==> config.mk <==
export PLATFORM = sky130hd
export DESIGN_NAME = elink_rx_packer
export DESIGN_NICKNAME = d
export VERILOG_FILES = /design/src/rtl/elink_rx_pkg.sv /design/src/rtl/elink_rx_fwft_buf.sv /design/src/rtl/elink_rx_packer.sv
export SDC_FILE = /design/constraint.sdc
export NUM_CORES = 1
export LEC_CHECK = 0
export ABC_AREA = 0
export BUFFER_PORTS_ARGS = -buffer_cell sky130_fd_sc_hd__buf_2
export CORE_MARGIN = 5
export CORE_UTILIZATION = 50
export CTS_BUF_LIST = sky130_fd_sc_hd__clkbuf_16
export CTS_CLUSTER_DIAMETER = 60
export DETAILED_ROUTE_END_ITERATION = 8
export GPL_ROUTABILITY_DRIVEN = 0
export HOLD_SLACK_MARGIN = 0.1
export PLACE_DENSITY = 0.69
export SETUP_SLACK_MARGIN = 0.2
export SYNTH_ARGS = -nofsm -noshare
export SYNTH_HDL_FRONTEND = slang
export SYNTH_HIERARCHICAL = 1
export SYNTH_SLANG_ARGS = --single-unit
==> constraint.sdc <==
create_clock -name clk -period 6.5 [get_ports clk]
set_clock_uncertainty 0.2 [all_clocks]
set_input_delay 0 -clock clk [delete_from_list [all_inputs] [get_ports clk]]
set_output_delay 0 -clock clk [all_outputs]
set_load 0.03 [all_outputs]
==> src/rtl/elink_rx_pkg.sv <==
// elink_rx_pkg: shared codes and FSM state type for the RX e-link packer.
package elink_rx_pkg;

  // Input e-link word codes (din[9:8])
  localparam logic [1:0] CODE_SOP   = 2'b10;
  localparam logic [1:0] CODE_EOP   = 2'b01;
  localparam logic [1:0] CODE_DATA  = 2'b00;
  localparam logic [1:0] CODE_COMMA = 2'b11;

  // Output FIFO word codes (dout[17:16])
  localparam logic [1:0] OCODE_SOP   = 2'b10;
  localparam logic [1:0] OCODE_DATA  = 2'b00;
  localparam logic [1:0] OCODE_EOP   = 2'b01;
  localparam logic [1:0] OCODE_LAST1 = 2'b11;

  // Framing state: outside a packet, at a byte-pair boundary, or holding one byte
  typedef enum logic [1:0] {
    IDLE = 2'd0,
    EVEN = 2'd1,
    ODD  = 2'd2
  } rx_state_e;

  // Assemble an 18-bit FIFO word from a code and a 16-bit payload
  function automatic logic [17:0] pack_word(input logic [1:0] code, input logic [15:0] data);
    return {code, data};
  endfunction

endpackage

==> src/rtl/elink_rx_fwft_buf.sv <==
// elink_rx_fwft_buf: small first-word-fall-through buffer.
// The head word is visible on dout whenever the buffer is non-empty (zero when
// empty). A push onto a full buffer is only accepted if a pop happens in the
// same cycle; otherwise it is silently ignored and the caller flags overflow.
module elink_rx_fwft_buf #(
  parameter int DEPTH = 4,
  parameter int W     = 18
) (
  input  logic         clk,
  input  logic         rst,
  input  logic         flush,
  input  logic         push,
  input  logic [W-1:0] push_data,
  input  logic         pop,
  output logic [W-1:0] dout,
  output logic         empty,
  output logic         full
);

  localparam int AW = (DEPTH > 2) ? $clog2(DEPTH) : 1;
  localparam int CW = AW + 1;

  logic [W-1:0]  mem_reg [DEPTH];
  logic [AW-1:0] wr_ptr_reg, rd_ptr_reg;
  logic [CW-1:0] count_reg;
  logic [DEPTH-1:0] wr_sel;
  logic do_push, do_pop;

  assign empty   = (count_reg == '0);
  assign full    = (count_reg == CW'(DEPTH));
  assign do_pop  = pop && !empty;
  assign do_push = push && (!full || do_pop);
  assign dout    = empty ? '0 : mem_reg[rd_ptr_reg];

  // One-hot decode of the write slot
  for (genvar gi = 0; gi < DEPTH; gi++) begin : g_wr_sel
    assign wr_sel[gi] = (wr_ptr_reg == AW'(gi));
  end

  // Storage write; contents need no reset since count gates visibility
  always_ff @(posedge clk) begin
    for (int i = 0; i < DEPTH; i++) begin
      if (do_push && wr_sel[i]) mem_reg[i] <= push_data;
    end
  end

  // Pointer and occupancy bookkeeping
  always_ff @(posedge clk) begin
    if (rst || flush) begin
      wr_ptr_reg <= '0;
      rd_ptr_reg <= '0;
      count_reg  <= '0;
    end else begin
      if (do_push) wr_ptr_reg <= wr_ptr_reg + AW'(1);
      if (do_pop)  rd_ptr_reg <= rd_ptr_reg + AW'(1);
      case ({do_push, do_pop})
        2'b10:   count_reg <= count_reg + CW'(1);
        2'b01:   count_reg <= count_reg - CW'(1);
        default: count_reg <= count_reg;
      endcase
    end
  end

endmodule

==> src/rtl/elink_rx_packer.sv <==
// elink_rx_packer: packs 10-bit e-link bytes into 18-bit RX FIFO words,
// tracks SOP/EOP framing, counts framing errors and buffers a few words
// against FIFO back-pressure.
// Optional build macro ELINK_RX_TIMEOUT_EN: closes a packet that has seen no
// input for TIMEOUT_CYC cycles (counted as a framing error).
module elink_rx_packer
  import elink_rx_pkg::*;
#(
  parameter int BUF_DEPTH   = 4,
  parameter int TIMEOUT_CYC = 1024
) (
  input  logic        clk,
  input  logic        rst,
  input  logic [9:0]  din,
  input  logic        din_rdy,
  output logic [17:0] dout,
  output logic        dout_wr_en,
  input  logic        full,
  input  logic        fifoFLUSH,
  output logic        ovf,
  output logic [7:0]  err_cnt
);

  rx_state_e   state_reg, state_next;
  logic [7:0]  held_reg, held_next;
  logic        ovf_reg;
  logic [7:0]  err_cnt_reg;
  logic        push, err_inc;
  logic [17:0] push_word;
  logic        buf_push, buf_pop, buf_empty, buf_full;
  logic [1:0]  in_code;
  logic [7:0]  in_byte;
  logic        timeout_hit;

  assign in_code = din[9:8];
  assign in_byte = din[7:0];

`ifdef ELINK_RX_TIMEOUT_EN
  logic [15:0] idle_cnt_reg;

  // Fires on the TIMEOUT_CYC-th consecutive input-free cycle inside a packet
  assign timeout_hit = (state_reg != IDLE) && !din_rdy &&
                       (idle_cnt_reg == 16'(TIMEOUT_CYC - 1));

  // Idle counter: runs only inside a packet, restarts on any input or state change
  always_ff @(posedge clk) begin
    if (rst || fifoFLUSH) begin
      idle_cnt_reg <= '0;
    end else if (state_reg == IDLE || din_rdy || state_next != state_reg) begin
      idle_cnt_reg <= '0;
    end else begin
      idle_cnt_reg <= idle_cnt_reg + 16'd1;
    end
  end
`else
  logic unused_timeout_cyc;
  assign timeout_hit        = 1'b0;
  assign unused_timeout_cyc = (TIMEOUT_CYC != 0);
`endif

  // Framing decisions: next state, held byte, word to push, error event
  always_comb begin
    state_next = state_reg;
    held_next  = held_reg;
    push       = 1'b0;
    push_word  = '0;
    err_inc    = 1'b0;
    if (din_rdy) begin
      case (state_reg)
        IDLE: begin
          if (in_code == CODE_SOP) begin
            push       = 1'b1;
            push_word  = pack_word(OCODE_SOP, 16'h0000);
            state_next = EVEN;
          end else if (in_code != CODE_COMMA) begin
            err_inc = 1'b1;
          end
        end
        EVEN: begin
          if (in_code == CODE_DATA) begin
            held_next  = in_byte;
            state_next = ODD;
          end else if (in_code == CODE_EOP) begin
            push       = 1'b1;
            push_word  = pack_word(OCODE_EOP, 16'h0000);
            state_next = IDLE;
          end else if (in_code == CODE_SOP) begin
            // Restart inside an open packet: keep the new SOP, count the error
            push      = 1'b1;
            push_word = pack_word(OCODE_SOP, 16'h0000);
            err_inc   = 1'b1;
          end
        end
        ODD: begin
          if (in_code == CODE_DATA) begin
            push       = 1'b1;
            push_word  = pack_word(OCODE_DATA, {held_reg, in_byte});
            state_next = EVEN;
          end else if (in_code == CODE_EOP) begin
            push       = 1'b1;
            push_word  = pack_word(OCODE_LAST1, {held_reg, 8'h00});
            state_next = IDLE;
          end else if (in_code == CODE_SOP) begin
            // Only one push per cycle: the held byte wins, the SOP word is lost
            push       = 1'b1;
            push_word  = pack_word(OCODE_LAST1, {held_reg, 8'h00});
            err_inc    = 1'b1;
            state_next = EVEN;
          end
        end
        default: state_next = IDLE;
      endcase
    end else if (timeout_hit) begin
      push       = 1'b1;
      push_word  = (state_reg == ODD) ? pack_word(OCODE_LAST1, {held_reg, 8'h00})
                                      : pack_word(OCODE_EOP, 16'h0000);
      err_inc    = 1'b1;
      state_next = IDLE;
    end
  end

  // Flush overrides everything, including a simultaneous input word
  assign dout_wr_en = !buf_empty && !full && !fifoFLUSH;
  assign buf_pop    = dout_wr_en;
  assign buf_push   = push && !fifoFLUSH;

  // Framing state, held byte, overflow flag and error counter
  always_ff @(posedge clk) begin
    if (rst) begin
      state_reg   <= IDLE;
      held_reg    <= '0;
      ovf_reg     <= 1'b0;
      err_cnt_reg <= '0;
    end else if (fifoFLUSH) begin
      state_reg <= IDLE;
      held_reg  <= '0;
      ovf_reg   <= 1'b0;
    end else begin
      state_reg <= state_next;
      held_reg  <= held_next;
      if (push && buf_full && !buf_pop) ovf_reg <= 1'b1;
      if (err_inc && err_cnt_reg != 8'hFF) err_cnt_reg <= err_cnt_reg + 8'd1;
    end
  end

  assign ovf     = ovf_reg;
  assign err_cnt = err_cnt_reg;

  elink_rx_fwft_buf #(
    .DEPTH (BUF_DEPTH),
    .W     (18)
  ) u_buf (
    .clk       (clk),
    .rst       (rst),
    .flush     (fifoFLUSH),
    .push      (buf_push),
    .push_data (push_word),
    .pop       (buf_pop),
    .dout      (dout),
    .empty     (buf_empty),
    .full      (buf_full)
  );

endmodule

# == After elaboration in Yosys (flattened, before gate mapping) ==
# Memories as Yosys holds them, arrays and structs flattened. A register that Yosys moved wholly into a read port is not among the register bits.
# Cells that the tools add are included.
# op_classes
add_sub_neg,5
n_mul,0
n_div,0
magnitude_cmp,0
eq_ne,13
n_shift,0
mux,47
bitwise,1
n_reduce_logical,32
# ops
op,count
18-bit 2-to-1 mux,11
18-bit case mux with 3 select lines,1
18-bit OR reduction,3
1-bit 2-to-1 mux,21
2-bit 2-to-1 mux,10
1-bit logical AND,12
"2-bit == test, second input constant",5
"8-bit by 1-bit adder with 8-bit output, second input constant",1
"2-bit by 1-bit == test with 1-bit output, second input constant",4
"8-bit != test, second input constant",1
2-bit logical NOT,3
2-bit case mux with 3 select lines,1
3-bit case mux with 2 select lines,1
1-bit logical NOT,5
"2-bit by 1-bit adder with 2-bit output, second input constant",2
2-bit AND reduction,2
2-bit OR reduction,2
"3-bit by 1-bit adder with 3-bit output, second input constant",1
"3-bit == test, second input constant",1
3-bit logical NOT,1
"3-bit != test, second input constant",1
1-bit case mux with 3 select lines,1
3-bit AND reduction,1
"3-bit by 1-bit subtractor with 3-bit output, second input constant",1
5 further kinds,6
# totals
regBits,26
latch_bits,0
mem_bits_rw,72
rom_bits,0
out_inout_bits,28
elab_cells,106
n_memories,1
# memory_table
memory,depth,width,read_ports,rd_clocked_by_memory_dff,wr,line_no,rtl
u_buf.mem_reg,4,18,1,1,1,elink_rx_fwft_buf.sv:23,logic [W-1:0] mem_reg [DEPTH];

# == Longest topological paths before layout ==
# Gate-level depths: netlist of the first run.
# depth
ltp_word,15
ltp_mapped,12
mapped_depth_nobuf,10

# == By module ==
# The synthesis of the first run kept the hierarchy.
# by_module_without_submodules
mod,n_inst,cells_each,area_each_um2,seq_area_each_um2
elink_rx_fwft_buf,1,183,3301.9,2342.2
elink_rx_packer,1,151,1192.4,380.4

# == Least setup slack after synthesis of the first run ==
# OpenSTA, ideal clock, no wires.
# synth_timing
path_kind,register -> register
start,reg u_buf.count_reg[2]
end,reg u_buf.count_reg[2]
setup_time_ns,0.130
t_arrival_ns,2.846
required_time_ns,6.170
slack_ns,3.323
path_stages_with_launch,13
n_path_buf,3
cell_sequence,dfxtp_1 > buf_2 > nor3_1 > buf_4 > or3_1 > inv_1 > clkbuf_1 > o31ai_1 > or2_2 > fa_1 > nand2b_1 > o211ai_1 > a31oi_1
# synth_between
elab_chain_cells,9
elab_cells_between_ends,15
classes_between,add/sub: 2; eq/ne: 3; mux: 1; reduce/logical: 9
# synth_rtl
item,line_no,rtl
start: declaration,elink_rx_fwft_buf.sv:25,logic [CW-1:0] count_reg;
start signal: assignment,elink_rx_fwft_buf.sv:57,2'b10: count_reg <= count_reg + CW'(1);
start signal: assignment,elink_rx_fwft_buf.sv:58,2'b01: count_reg <= count_reg - CW'(1);
start signal: assignment,elink_rx_fwft_buf.sv:59,default: count_reg <= count_reg;
3-bit logical NOT (*),elink_rx_fwft_buf.sv:29,assign empty = (count_reg == '0);
named net buf_empty,elink_rx_packer.sv:30,"logic buf_push, buf_pop, buf_empty, buf_full;"
1-bit logical NOT (*),elink_rx_packer.sv:123,assign dout_wr_en = !buf_empty && !full && !fifoFLUSH;
1-bit logical AND (*) (2 in series),elink_rx_packer.sv:123,
named net dout_wr_en,elink_rx_packer.sv:17,"output logic dout_wr_en,"
1-bit logical AND (*),elink_rx_fwft_buf.sv:31,assign do_pop = pop && !empty;
1-bit logical OR,elink_rx_fwft_buf.sv:32,assign do_push = push && (!full || do_pop);
1-bit logical AND,elink_rx_fwft_buf.sv:32,
2-bit by 1-bit == test with 1-bit output or 2-bit == test (tied branches),elink_rx_fwft_buf.sv:56,"case ({do_push, do_pop})"
3-bit case mux with 2 select lines or 2-bit nonzero test (tied branches),-,
# Mark *: on every way through the listed nets, which the timed path passes. The rest lies on a longest branch.
# A chain may end at the register's enable or synchronous reset.

# == Final worst setup path of the first run ==
# layout_timing
start,reg state_reg[0]
end,"mem u_buf.mem_reg[1][4], enable pin"
# layout_between
elab_chain_cells,12
elab_cells_between_ends,28
classes_between,eq/ne: 2; mux: 16; reduce/logical: 10
# layout_rtl
item,line_no,rtl
start: declaration,elink_rx_packer.sv:24,"rx_state_e state_reg, state_next;"
start signal: assignment,elink_rx_packer.sv:139,state_reg <= state_next;
2-bit == test (tied with other cells),elink_rx_packer.sv:69,case (state_reg)
1-bit case mux with 3 select lines (*),elink_rx_packer.sv:69,
1-bit 2-to-1 mux (*),elink_rx_packer.sv:68,if (din_rdy) begin
1-bit logical AND (*),elink_rx_packer.sv:125,assign buf_push = push && !fifoFLUSH;
named net buf_push,elink_rx_packer.sv:30,
1-bit logical AND (*),elink_rx_fwft_buf.sv:32,
1-bit logical AND,elink_rx_fwft_buf.sv:43,if (do_push && wr_sel[i]) mem_reg[i] <= push_data;
1-bit 2-to-1 mux,elink_rx_fwft_buf.sv:43,
1-bit 2-to-1 mux (not written as such),elink_rx_fwft_buf.sv:43,
18-bit OR reduction (no source line),-,
2-bit 2-to-1 mux (no source line) or 1-bit 2-to-1 mux (tied branches) (3 in series),-,
end: declaration,elink_rx_fwft_buf.sv:23,
# Marked as above.

==> results of run 1 <==
tightest hold or removal path, stage by stage (launching register included):
cell and delay (ns):
dfxtp_1 0.33, o41ai_1 0.06, a21oi_1 0.05
area by class of cell:
cell class	instances	area, µm²
Clock buffer	9	225
Clock inverter	7	67.6
Fill cell	671	3370
Inverter	12	45.0
Multi-Input combinational cell	204	1630
Sequential cell	100	2720
Tap cell	108	135
Timing Repair Buffer	74	526
synth_stat cells, types with 3 or more instances:
library cell,number
a21oi_1,22
a31oi_1,3
and2_1,17
and3_1,6
buf_2,4
buf_4,3
clkbuf_1,5
dfxtp_1,28
edfxtp_1,72
ha_1,15
inv_1,12
mux4_2,18
nand2_1,25
nand3_1,8
nor2_1,13
nor2b_1,21
o31ai_1,4
o41ai_1,3
or2_2,4
or3_1,5
or4_1,4
xor2_1,3
placed cells by master (no fill, tap or decap), types with 4 or more instances in the layout:
cell / instances
or2_2: 4
nand2_1: 25
buf_2: 42
and3_1: 6
clkbuf_16: 9
nor2_1: 13
dlygate4sd3_1: 30
nor2b_1: 21
o31ai_1: 4
nand3_1: 8
inv_1: 14
ha_1: 15
or4_1: 4
mux4_2: 18
and2_1: 17
or3_1: 5
edfxtp_1: 72
a21oi_1: 22
dfxtp_1: 28
metrics by stage:
step | cell area [µm²] | power, mW | hold WS (ns)
2_1_floorplan | 4490 | 0.711 | -0.0640
3_3_place_gp | 4750 | 0.722 | 0.0754
3_5_place_dp | 4750 | 0.723 | 0.0789
4_1_cts | 5350 | 1.24 | 0.289
5_1_grt | 5350 | 1.27 | 0.322
6_report | 5350 | 1.23 | 0.292
power groups by stage:
stage / Combinational (mW) / Sequential [mW] / Clock [mW]
2_1_floorplan: 0.0185 / 0.693 / 0
3_3_place_gp: 0.0299 / 0.692 / 0
3_5_place_dp: 0.0305 / 0.692 / 0
4_1_cts: 0.0371 / 0.678 / 0.525
5_1_grt: 0.0413 / 0.678 / 0.553
6_report: 0.0374 / 0.678 / 0.518
timing repair:
action,CTS,global route
hold buffers,30,0
hold endpoints to repair,68,0
endpoints found under the setup margin,0,0
metal layers:
metal / vias to the layer above / wire length (µm)
li1: 1374 / -
met1: 1393 / 3680
met2: 54 / 4190
met3: 10 / 318
met4: 0 / 107
met5: - / 0
logic make-up (layout without fill, tap and decap cells):
group                      after synthesis  in the layout  share of synthesized area
buffers and inverters                   30            102                     0.0334
and+or+nand+nor                        115            115                      0.141
adders and majority gates               16             16                     0.0462
AOI/OAI and AO/OA                       50             50                     0.0732
DFF                                    100            100                      0.606
muxes                                   19             19                     0.0927
xor gates and xnor gates                 4              4                    0.00780
how the worst min path moves through the flow:
stage,cells past startpoint,end,start
floorplan,2,held_reg[0]$_SDFFE_PP0P_,din[0]
global placement,3,held_reg[7]$_SDFFE_PP0P_,din[7]
detailed placement,3,held_reg[7]$_SDFFE_PP0P_,din[7]
CTS,2,ovf$_SDFFE_PP0P_,ovf$_SDFFE_PP0P_
global route,2,err_cnt[6]$_SDFFE_PP0P_,err_cnt[6]$_SDFFE_PP0P_
finish,2,err_cnt[6]$_SDFFE_PP0P_,err_cnt[6]$_SDFFE_PP0P_
==> flow_metrics.tcl, run 1 <==
set metrics [dict create \
    wire_per_inst_um 16.1 \
    synth_area_leaders "edfxtp_1 (48%), dfxtp_1 (12%), mux4_2 (9.0%)" \
    n_antenna_cell 0 \
    synth_edf_count 72 \
    syn-cell-area_um2 4490 \
    hpwl_mm 5.41 \
    critPathMaxFanout 18 \
    required_ns 6.26 \
    worstSetupStartpointType "flop" \
    cts.clk_slew.worst_paths_ns 0.07 \
    end_kind "flop" \
    clockRootBuffer "clkbuf_16" \
    initial_utilization 0.515 \
    synth.distinct_cells 52 \
    drive_above_1_share 0.212 \
    drv_cap 0 \
    reg2reg_to "u_buf/mem_reg[1][4]$_DFFE_PP_" \
    antenna_found_initial 0 \
    status "complete, no violations" \
    p_leak_nw 2.05 \
    rsz0062_at_grt "false" \
    ir_worst_vdd_mv 0.123 \
    path_depth 6 \
    gr-usage-met1 0.199 \
    vias 2831 \
    clockBufferDepth 2 \
    max_freq_ghz 0.293 \
    intPower_mw 0.991 \
    finalSetupViolations 0 \
    path_cells "inv_1, ha_1, nand2b_1, a31oi_1, nor2b_1, and3_1" \
    routed_wl_mm 8.30 \
    critical_path_class "flop to flop" \
    pin_count 43 \
    grtUsageMet2 0.256 \
    fp.dieArea_um2 11000 \
    grt-busiest-layer "met2" \
    grt_max_degree 19 \
    slew_headroom 0.337 \
    p_comb_frac 0.030 \
    postSynthCellCount 334 \
    gr-usage-met3 0.0345 \
    viasPerCell 5.51 \
    ant_nets 0 \
    fin_cells 514 \
    fin_ws_ns 3.08 \
    grt_first_pass_wirelength_mm 13.5 \
    grt_pass1_vias 2742 \
    cts_resized 0 \
    reg2reg_depth 6 \
    post_cts_buffers 0 \
    grtUsageTotal 0.153 \
    fin_nets 432 \
    clock_latency_ns 0.33 \
    syn_avg_cell_area_um2 13.5 \
    crit_path_end "u_buf/mem_reg[1][4]$_DFFE_PP_" \
    synth-main-ff-cell "edfxtp_1" \
    cpPeakStageDelay_ns 0.93 \
    seq_area_frac_synth 0.606 \
    core_area_um2 8720 \
    p_sw_mw 0.242 \
    placed_cells 468 \
    slew_violations 0 \
    slowest_stage "and3_1" \
    swShare 0.197 \
    synth-seq-cells 100 \
    overflow 0 \
    tightest_slew_ns 0.993 \
    dpl_worst_slack_ns 3.09 \
    cts.sinks 100 \
    cpLargestDelayFamily "simple AND/OR/NAND/NOR gates" \
    synth_top_area_cell "edfxtp_1" \
    drt_iter0_drc 94 \
    fin_util 0.613 \
    cts.htree.levels 3 \
    yosysWarnings 6 \
    p_per_area_nw_per_um2 231 \
    die_w_um 105 \
    timing.final.crit_share 0.526 \
    seqPwrFrac 0.550 \
    fin_crit_ns 3.42 \
    cts_buffers 9 \
    path_buf_inv 1 \
    r2r_start "state_reg[0]$_SDFFE_PP0P_" \
    pwr-share-clk 0.420 \
    area_delta_synth_final_pct 19.0 \
    drcViolationCount 0 \
    port_buffers 42 \
    startpoint "state_reg[0]$_SDFFE_PP0P_" \
    cts_tree "done" \
    drt_pre_antenna_iters 4 \
    die_h_um 105 \
    largest_register_ffs 72 \
    holdCritPathClass "flop to flop" \
    async_reset_ff_frac 0 \
    setup_tns_ns 0 \
    synth_nets 365 \
    hold_viol_final 0 \
    synth_top_area_share 0.481 \
    r2r_slack_ns 3.08 \
    cp.arrival_ns 3.18 \
    rows 34 \
]
No activity file was read; power rests on OpenSTA's default activity.
==> run 2, diff against run 1 <==
Clock period 6.5 ns to 3.5 ns, I/O delays scaled along.
==> run 2 against run 1 <==
Total power up 94%. Sequential share of layout area down 0.72 points. Via count down 1.1%. Register-to-register slack worse by 2.4 ns. Setup slack worse by 2.4 ns. Critical path type unchanged. Largest power group unchanged. Highest routed layer unchanged.
==> flow_metrics.tcl, run 2 (synthesis gave the netlist of run 1 again) <==
set metrics [dict create \
    status "complete, no violations" \
    layout_commonest_cell "edfxtp_1" \
    path_cells "nor3_2, or3_1, inv_1, o31ai_1, or2_2, fa_1, nand2b_1, o21bai_1, a31oi_1" \
    mostFrequentLayoutCells "edfxtp_1 (72), buf_2 (42), dlygate4sd3_1 (30)" \
    ir_worst_vdd_mv 0.243 \
    largest_register_ffs 72 \
    antenna_found_initial 0 \
    cts.htree.levels 3 \
    setup_tns_ns 0 \
    core_area_um2 8720 \
    slew_violations 0 \
    viasPerCell 5.39 \
    drive_above_1_share 0.224 \
    holdWs_ns 0.297 \
    die_w_um 105 \
    swShare 0.196 \
    placedInstanceArea_um2 4790 \
    holdCritPathClass "flop to flop" \
    pin_count 43 \
    cts_tree "done" \
    rows 34 \
    worstSetupStartpointType "flop" \
    critical_path_class "flop to flop" \
    cpPeakStageDelay_ns 0.50 \
    grt_first_pass_wirelength_mm 13.8 \
    vias 2800 \
    tightest_slew_ns 0.903 \
    fin_crit_ns 2.80 \
    finalSetupViolations 0 \
    cts_resized 0 \
    p_per_area_nw_per_um2 442 \
    clock_latency_ns 0.33 \
    drv_cap 0 \
    required_ns 3.57 \
    placed_cells 473 \
    path_buf_inv 1 \
    ant_nets 0 \
    timing.final.crit_share 0.800 \
    cts_buffers 9 \
    critPathMaxFanout 12 \
    cp.arrival_ns 2.87 \
    initial_utilization 0.515 \
    drt_iter0_drc 130 \
    area_delta_synth_final_pct 20.7 \
    overflow 0 \
    routed_wl_mm 8.23 \
    clockBufferDepth 2 \
    rsz0062_at_grt "false" \
    fp.dieArea_um2 11000 \
    p_sw_mw 0.470 \
    hold_viol_final 0 \
    fin_nets 437 \
    port_buffers 42 \
    cts.clk_slew.worst_paths_ns 0.07 \
    end_kind "flop" \
    drt_pre_antenna_iters 4 \
    cpLargestDelayFamily "simple AND/OR/NAND/NOR gates" \
    p_leak_nw 2.09 \
    hpwl_mm 5.39 \
    wire_per_inst_um 15.8 \
    power_mw 2.40 \
    fin_area_um2 5420 \
    clockRootBuffer "clkbuf_16" \
    max_freq_ghz 0.357 \
    cts.sinks 100 \
    fin_cells 519 \
    drcViolationCount 0 \
    p_comb_frac 0.029 \
    grt_pass1_vias 2813 \
    intPower_mw 1.93 \
    slew_headroom 0.397 \
    grt_max_degree 19 \
    n_antenna_cell 0 \
    seqPwrFrac 0.525 \
    pwr-share-clk 0.446 \
    slowest_stage "dfxtp_1" \
    die_h_um 105 \
    grtUsageTotal 0.158 \
]
==> run 2: changes by cell type in the layout (fill, tap and decap cells not counted), sizes merged <==
| cell | change |
|---|---|
| bufinv | +1 |
| buf | +5 |
| clkinvlp | -1 |
==> run 2: worst reg2reg max path: cells and delay by family, from the launching register on <==
family	cells	cell delay [ns]
buffers and inverters	1	0.26
adder cells (fa/ha/maj)	1	0.37
AND/OR/NAND/NOR	4	0.94
flip-flops	1	0.50
AO/OA/AOI/OAI	3	0.46
==> run 2: metrics by stage <==
step | utilization | setup WS, ns
global placement | 0.549 | 0.756
detailed placement | 0.549 | 0.698
CTS | 0.622 | 0.666
floorplan | - | 0.323
finish | 0.622 | 0.700
global route | 0.622 | 0.450
==> run 2: cell type report <==
type                    count  area, µm²
repair buffers             79        563
multi-input cells         204       1630
clock inverters             7        106
flip-flops and latches    100       2720
fillers                   659       3300
clock buffers               9        225
well taps                 108        135
inverters                  12       45.0
==> run 2: final timing paths <==
| path | from | end | slack [ns] | cells past startpoint |
|---|---|---|---|---|
| hold reg to reg | ovf$_SDFFE_PP0P_ | ovf$_SDFFE_PP0P_ | 0.30 | 2 |
| hold / removal | ovf$_SDFFE_PP0P_ | ovf$_SDFFE_PP0P_ | 0.30 | 2 |
| setup reg to reg | u_buf/count_reg[0]$_SDFFE_PP0P_ | u_buf/count_reg[2]$_SDFFE_PP0P_ | 0.70 | 9 |
| setup / recovery | u_buf/count_reg[0]$_SDFFE_PP0P_ | u_buf/count_reg[2]$_SDFFE_PP0P_ | 0.70 | 9 |
==> run 2: power groups by stage <==
stage | clock, mW | combinational, mW | sequential (mW)
floorplan | 0 | 0.0344 | 1.29
global placement | 0 | 0.0569 | 1.29
detailed placement | 0 | 0.0570 | 1.29
CTS | 1.09 | 0.0695 | 1.26
global route | 1.15 | 0.0770 | 1.26
finish | 1.07 | 0.0694 | 1.26
==> run 2: per-layer routing <==
layer | GRT usage | wire length (µm) | vias to the layer above | share of wire
li1 | - | - | 1379 | -
met1 | 0.203 | 3630 | 1357 | 0.44
met2 | 0.264 | 4130 | 58 | 0.50
met3 | 0.0382 | 389 | 6 | 0.047
met4 | 0.0530 | 74 | 0 | 0.0090
met5 | 0 | 0 | - | 0
==> run 2: timing repair <==
| item | in CTS | in global routing |
|---|---|---|
| hold buffers | 30 | 0 |
| hold endpoints to repair | 68 | 0 |
| buffers inserted | 0 | 0 |
